<file path="src/rtl/uart_block_rx.sv">
// UART receiver that assembles sixteen 8N1 bytes into a 128-bit AES state block,
// first byte in [127:120]. Block handoff is valid/ready; a block that cannot be handed off is dropped.
//   state | meaning
//   IDLE  | line idle, waiting for a falling edge
//   START | timing to mid start bit to reject glitches
//   DATA  | sampling 8 data bits, LSB first
//   STOP  | sampling stop bit, accept byte or flag frame error
module uart_block_rx #(
  parameter int CLKS_PER_BIT = 868
) (
  input  logic         clk,
  input  logic         rst,
  input  logic         rx,
  output logic [127:0] block_data,
  output logic         block_valid,
  input  logic         block_ready,
  output logic [3:0]   byte_cnt,
  output logic         frame_err,
  output logic         overrun
);

  localparam logic [15:0] T_HALF = 16'(CLKS_PER_BIT / 2);
  localparam logic [15:0] T_LAST = 16'(CLKS_PER_BIT - 1);

  typedef enum logic [1:0] {IDLE, START, DATA, STOP} state_t;

  state_t       state, state_nxt;
  logic [15:0]  timer, timer_nxt;
  logic [2:0]   bit_idx, bit_idx_nxt;
  logic [7:0]   shift, shift_nxt;
  logic         rx_meta, rx_sync, rx_prev;
  logic         byte_done, stop_bad;
  logic [127:0] asm_q;
  logic [127:0] full_block;
  logic [6:0]   slot_lo;

  // rx_prev is an edge-detect stage behind the two synchronizer flops
  always_ff @(posedge clk) begin
    if (rst) begin
      rx_meta <= 1'b1;
      rx_sync <= 1'b1;
      rx_prev <= 1'b1;
    end else begin
      rx_meta <= rx;
      rx_sync <= rx_meta;
      rx_prev <= rx_sync;
    end
  end

  always_ff @(posedge clk) begin
    if (rst) begin
      state   <= IDLE;
      timer   <= '0;
      bit_idx <= '0;
      shift   <= '0;
    end else begin
      state   <= state_nxt;
      timer   <= timer_nxt;
      bit_idx <= bit_idx_nxt;
      shift   <= shift_nxt;
    end
  end

  always_comb begin
    state_nxt   = state;
    timer_nxt   = timer + 16'd1;
    bit_idx_nxt = bit_idx;
    shift_nxt   = shift;
    byte_done   = 1'b0;
    stop_bad    = 1'b0;
    case (state)
      IDLE: begin
        timer_nxt   = '0;
        bit_idx_nxt = '0;
        if (rx_prev && !rx_sync) state_nxt = START;
      end
      START: begin
        if (timer == T_HALF) begin
          timer_nxt = '0;
          state_nxt = rx_sync ? IDLE : DATA;
        end
      end
      DATA: begin
        if (timer == T_LAST) begin
          timer_nxt = '0;
          shift_nxt = {rx_sync, shift[7:1]};
          if (bit_idx == 3'd7) state_nxt = STOP;
          else bit_idx_nxt = bit_idx + 3'd1;
        end
      end
      STOP: begin
        if (timer == T_LAST) begin
          timer_nxt = '0;
          state_nxt = IDLE;
          byte_done = rx_sync;
          stop_bad  = !rx_sync;
        end
      end
      default: state_nxt = IDLE;
    endcase
  end

  // byte n lands at bit 8*(15-n), i.e. {~n, 3'b000}
  assign slot_lo    = {~byte_cnt, 3'b000};
  assign full_block = {asm_q[127:8], shift};

  always_ff @(posedge clk) begin
    if (rst) begin
      asm_q       <= '0;
      byte_cnt    <= '0;
      block_data  <= '0;
      block_valid <= 1'b0;
      frame_err   <= 1'b0;
      overrun     <= 1'b0;
    end else begin
      frame_err <= stop_bad;
      overrun   <= 1'b0;
      if (block_valid && block_ready) block_valid <= 1'b0;
      if (byte_done) begin
        asm_q[slot_lo +: 8] <= shift;
        byte_cnt            <= byte_cnt + 4'd1;
        if (byte_cnt == 4'd15) begin
          if (!block_valid || block_ready) begin
            block_data  <= full_block;
            block_valid <= 1'b1;
          end else begin
            overrun <= 1'b1;
          end
        end
      end
    end
  end

endmodule
</file>
<file path="config.mk">
export PLATFORM = sky130hd
export DESIGN_NAME = uart_block_rx
export DESIGN_NICKNAME = d
export VERILOG_FILES = /design/src/rtl/uart_block_rx.sv
export SDC_FILE = /design/constraint.sdc
export NUM_CORES = 1
export LEC_CHECK = 0
export BUFFER_PORTS_ARGS = -buffer_cell sky130_fd_sc_hd__buf_4
export CAP_MARGIN = 20
export CORE_ASPECT_RATIO = 1.25
export CORE_MARGIN = 2
export CORE_UTILIZATION = 50
export DETAILED_ROUTE_END_ITERATION = 10
export HOLD_SLACK_MARGIN = 0.05
export PLACE_DENSITY_LB_ADDON = 0.25
export SYNTH_ARGS = -nofsm -noshare
export SYNTH_HDL_FRONTEND = slang
export SYNTH_SLANG_ARGS = --single-unit
</file>
<file path="constraint.sdc">
create_clock -name clk -period 2.37 [get_ports clk]
set_clock_uncertainty 0.05 [all_clocks]
set_input_delay 0.474 -clock clk [delete_from_list [all_inputs] [get_ports clk]]
set_output_delay 0.474 -clock clk [all_outputs]
set_load 0.02 [all_outputs]
</file>
Word level (Yosys, flattened, before mapping)
Index checks and enable logic that the tools add are counted.
Storage, ports and cells
  logic and storage cells: 72
  bits of input ports: 4
  bits in registers: 295
  output and inout bits: 135
Operators by class
  $add $sub $neg: 4
  bitwise logic cells: 5
  eq/ne operators: 13
  shift-type cells: 2
  mux-type cells: 21
  reduce and logical (&&, ||, !) cells: 14
Operators by type and width (count)
  $bwmux W128: 1
  $shift A8 B9 Y128 const A: 1
  $shiftx A8 B9 Y128: 1
  $pmux W16 S3: 1
  $mux W16: 2
  $add A16 B1 Y16 const B: 1
  $eq A16 B10 Y1 const B: 1
  $eq A16 B9 Y1 const B: 1
  $mux W2: 6
  $ne A2 B2 Y1 const B: 6
  $neg A7 Y9: 1
  $pmux W2 S4: 1
  $mux W1: 7
  $mux W3: 2
  $pmux W3 S2: 1
  $reduce_and A3 Y1: 2
  $reduce_or A3 Y1: 2
  $reduce_and A5 Y1: 1
  $add A4 B1 Y4 const B: 1
  $eq A2 B2 Y1 const B: 2
  $eq A4 B4 Y1 const B: 1
  $not A1 Y1: 4
  $not A4 Y4: 1
  $add A3 B1 Y3 const B: 1
  9 further kinds: 11

Depth between registers and ports, before layout
  depth after elaboration: 5
  mapped depth: 9
  mapped depth without buffers: 7

Worst setup path after synthesis
OpenSTA, ideal clock, no wires.
  kind: register to register
  start: register byte_cnt[0]
  end: register asm_q[80]
  arrival: 2.374 ns
  stages on the path, launching flop included: 9
  data required time: 2.192 ns
  path slack: -0.181 ns
  cell sequence: dfxtp_1 clkbuf_1 inv_1 ha_1 and2_1 nand4_1 nor4_4 mux2i_1 nor2_1
Between the ends
  word-level cells in the longest chain between the ends: 4
Ends and longest elaborated chain
  from (decl): RTL line 17  | output logic [3:0] byte_cnt,
  from (signal assigned): RTL line 121  | byte_cnt <= byte_cnt + 4'd1;
  $not A4 Y4 (*): RTL line 104  | assign slot_lo = {~byte_cnt, 3'b000};
  via slot_lo[3]: RTL line 35  | logic [6:0] slot_lo;
  $neg A7 Y9 (*): RTL line 120  | asm_q[slot_lo +: 8] <= shift;
  $shiftx A8 B9 Y128 or $shift A8 B9 Y128 (tied branches): RTL line 120
  $bwmux W128 (*): RTL line 120
  to (signal, indexed assignment): RTL line 120
  to (decl): RTL line 33  | logic [127:0] asm_q;
Mark *: on every way through the listed nets, which the timed path passes. The rest lies on a longest branch.
A chain may end at the register's enable or synchronous reset.

Final worst setup path
  start: register timer[14]
  end: register asm_q[101]
Between the ends
  word-level cells in the longest chain between the ends: 3
Ends and longest elaborated chain
  from (decl): RTL line 28  | logic [15:0] timer, timer_nxt;
  from (signal assigned): RTL line 58  | timer <= timer_nxt;
  $eq A16 B10 Y1: RTL line 92  | if (timer == T_LAST) begin
  $mux W1: RTL line 92
  $mux W1: RTL line 71  | case (state)
No other way between the ends.

==> impl_metrics.ini <==
[outcome]
status = complete, no violations

[setup_path]
critPathMaxFanout = 7
critPathKind = flop to flop
cp.arrival_ns = 2.69
critical_path.endpoint_type = flop
reg2reg_slack_ns = 0.02
cp.required_ns = 2.72
start_kind = flop

[cts]
holdBufCountCts = 0
clk_pin_slew_ns = 0.06
clkSinkCount = 287
htreeDepth = 1
clockBufferDepth = 3
cts_tree = yes
insertion_delay_ns = 0.52
root_buffer = clkbuf_16
numCtsBuffers = 27

[sta]
hold_ws_ns = 0.0954
tightestPinTransition_ns = 0.836
slew-limit-headroom_pct = 44.2
setup_tns_ns = 0
setup_ws_ns = 0.0235
finalHoldViolCount = 0
fmax_ghz = 0.426
finalSetupViolations = 0
fin_crit_sh_pct = 99.0
rsz0062_at_grt = true
layout_min_cycle_time_ns = 2.35
slew_violations = 0

[synthesis]
ys.flop_type = dfxtp_1
yosysSeqAreaShare_pct = 52.9
synthCells = 1241
async_flop_share_pct = 0
synth-seq-cells = 287
syn_area_per_cell_um2 = 8.75
synth_warnings = 0
synth_nets = 1252
syn_area_um2 = 10900
synth.distinct_cells = 43
synth-edff-count = 0

[grt]
grtUsageTotal_pct = 21.6
grt_first_pass_wirelength_um = 40600
grt_max_degree = 100
antenna_found_initial = 0
grt_pass1_vias = 8098
grt_overflow = 0

[routing]
drt_iter0_markers = 598
drt_wl_total_um = 26200
vias_per_cell = 5.22
drt_first_pass_iters = 5
dr_total_vias = 8788
wl_per_cell_um = 15.6
postRouteAntennaNets = 0
post-route-drc-count = 0

[die]
dieArea_um2 = 22900
core-area_um2 = 21400
die_y_um = 169
num_rows = 60
die-width_um = 136
start_util_pct = 50.8
ios = 139

[final_layout]
postLayoutCellArea_um2 = 13400
syn2layout_area_growth_pct = 23.7
nNetsFinal = 1394
fin_util_pct = 62.8
drive_above_1_share_pct = 19.5
stdcell_count = 1682
n_antenna_cell = 0

[flow_run]
max_cap_viol_count = 0

[placement]
post-place-ws_ns = 0.0596
io_buffers = 138
gp_congestion = 0.860
dp_hpwl_um = 16700
dp_cells = 1623
placed_area_um2 = 12400

[power]
powerDensity_nw_per_um2 = 674
ir_worst_vdd_uv = 591
power_mw = 9.05
p_leak_nw = 5.14

[worst_hold_path]
min_path_type = input port to flop
cell usage after synthesis, types with 3 or more instances:
library cell	number	share of area, %
nand2_1	319	11
ha_1	7	0.81
and3_1	3	0.17
nor2_1	70	2.4
o21ai_0	33	1.5
or2_2	5	0.29
nor3_1	5	0.23
nor2b_1	8	0.46
dfxtp_1	287	53
xnor2_1	9	0.73
buf_1	3	0.10
nand4b_1	6	0.48
a31oi_1	3	0.17
nand3_1	15	0.69
buf_2	16	0.74
nand3b_1	37	2.6
and2_1	9	0.52
a21oi_1	139	6.4
xor2_1	8	0.64
nor3b_1	4	0.28
inv_1	5	0.17
mux2i_1	89	8.2
clkbuf_1	68	2.3
nand2b_1	58	3.3
nand4_1	10	0.58
nor4_1	5	0.29
flip-flops by register name (all words and copies together), names as in the netlist, 3 cells and up, named ones only:
name / flops
asm_q: 120
block_data: 128
shift: 8
byte_cnt: 4
bit_idx: 3
timer: 16
per-layer routing:
metal | track usage [%] | vias up | share of wire (%) | routed length [um]
li1 | - | 4391 | - | -
met1 | 28.3 | 4150 | 44 | 11500
met2 | 36.8 | 212 | 49 | 12900
met3 | 3.38 | 35 | 5.0 | 1300
met4 | 6.25 | 0 | 2.2 | 564
met5 | 0 | - | 0 | 0
cells in the final DEF (no fill, tap or decap), types with 30 or more instances in the layout:
cell type | synthesis | layout
nand2_1 | 319 | 319
dfxtp_1 | 287 | 283
buf_4 | 0 | 186
a21oi_1 | 139 | 138
mux2i_1 | 89 | 88
nor2_1 | 70 | 70
nand2b_1 | 58 | 58
nand3b_1 | 37 | 37
o21ai_0 | 33 | 33
clkbuf_16 | 0 | 30
critical path: stages, from the launching register on:
cell	delay (ns)
dfxtp_2	0.32
or4_4	0.53
or3_4	0.41
buf_6	0.14
nor4_4	0.34
buf_12	0.18
mux2i_1	0.19
nor2_1	0.07
kinds of logic after synthesis:
| family | count (synthesis) | synth area share, % |
|---|---|---|
| XOR/XNOR | 17 | 1.37 |
| adder cells (fa/ha/maj) | 7 | 0.806 |
| multiplexers | 90 | 8.30 |
| flip-flops | 287 | 52.9 |
| AO/OA/AOI/OAI | 181 | 8.57 |
| AND/OR/NAND/NOR | 565 | 24.5 |
| buffers and inverters | 94 | 3.57 |
timing repair:
item / in CTS / in global routing
gates resized for setup: 0 / 13
buffers inserted: 0 / 7
setup endpoints to repair: 0 / 66
power by group:
group / total (mW) / switching (mW) / leakage, nW / internal [mW]
clock: 4.10 / 1.82 / 0.418 / 2.28
combinational: 0.125 / 0.0813 / 2.41 / 0.0433
sequential: 4.83 / 0.00244 / 2.31 / 4.83
total: 9.05 / 1.90 / 5.14 / 7.15
layout make-up:
class | instances | area (um^2)
clock buffer | 34 | 762
clock inverter | 15 | 91.3
fill | 1800 | 7960
inverter | 5 | 18.8
multi-input combinational | 860 | 4770
sequential | 287 | 5750
tap | 279 | 349
timing repair buffer | 202 | 1700
path summary, 6_finish.rpt:
kind	start	end	depth (start not counted)
worst min-delay path	rx	rx_meta$_SDFF_PP1_	2
worst max-delay path	timer[14]$_SDFF_PP0_	asm_q[101]$_SDFFE_PP0P_	7
worst min register to register	rx_meta$_SDFF_PP1_	rx_sync$_SDFF_PP1_	1
worst max register to register	timer[14]$_SDFF_PP0_	asm_q[101]$_SDFFE_PP0P_	7
(Power assumes the default switching activity.)
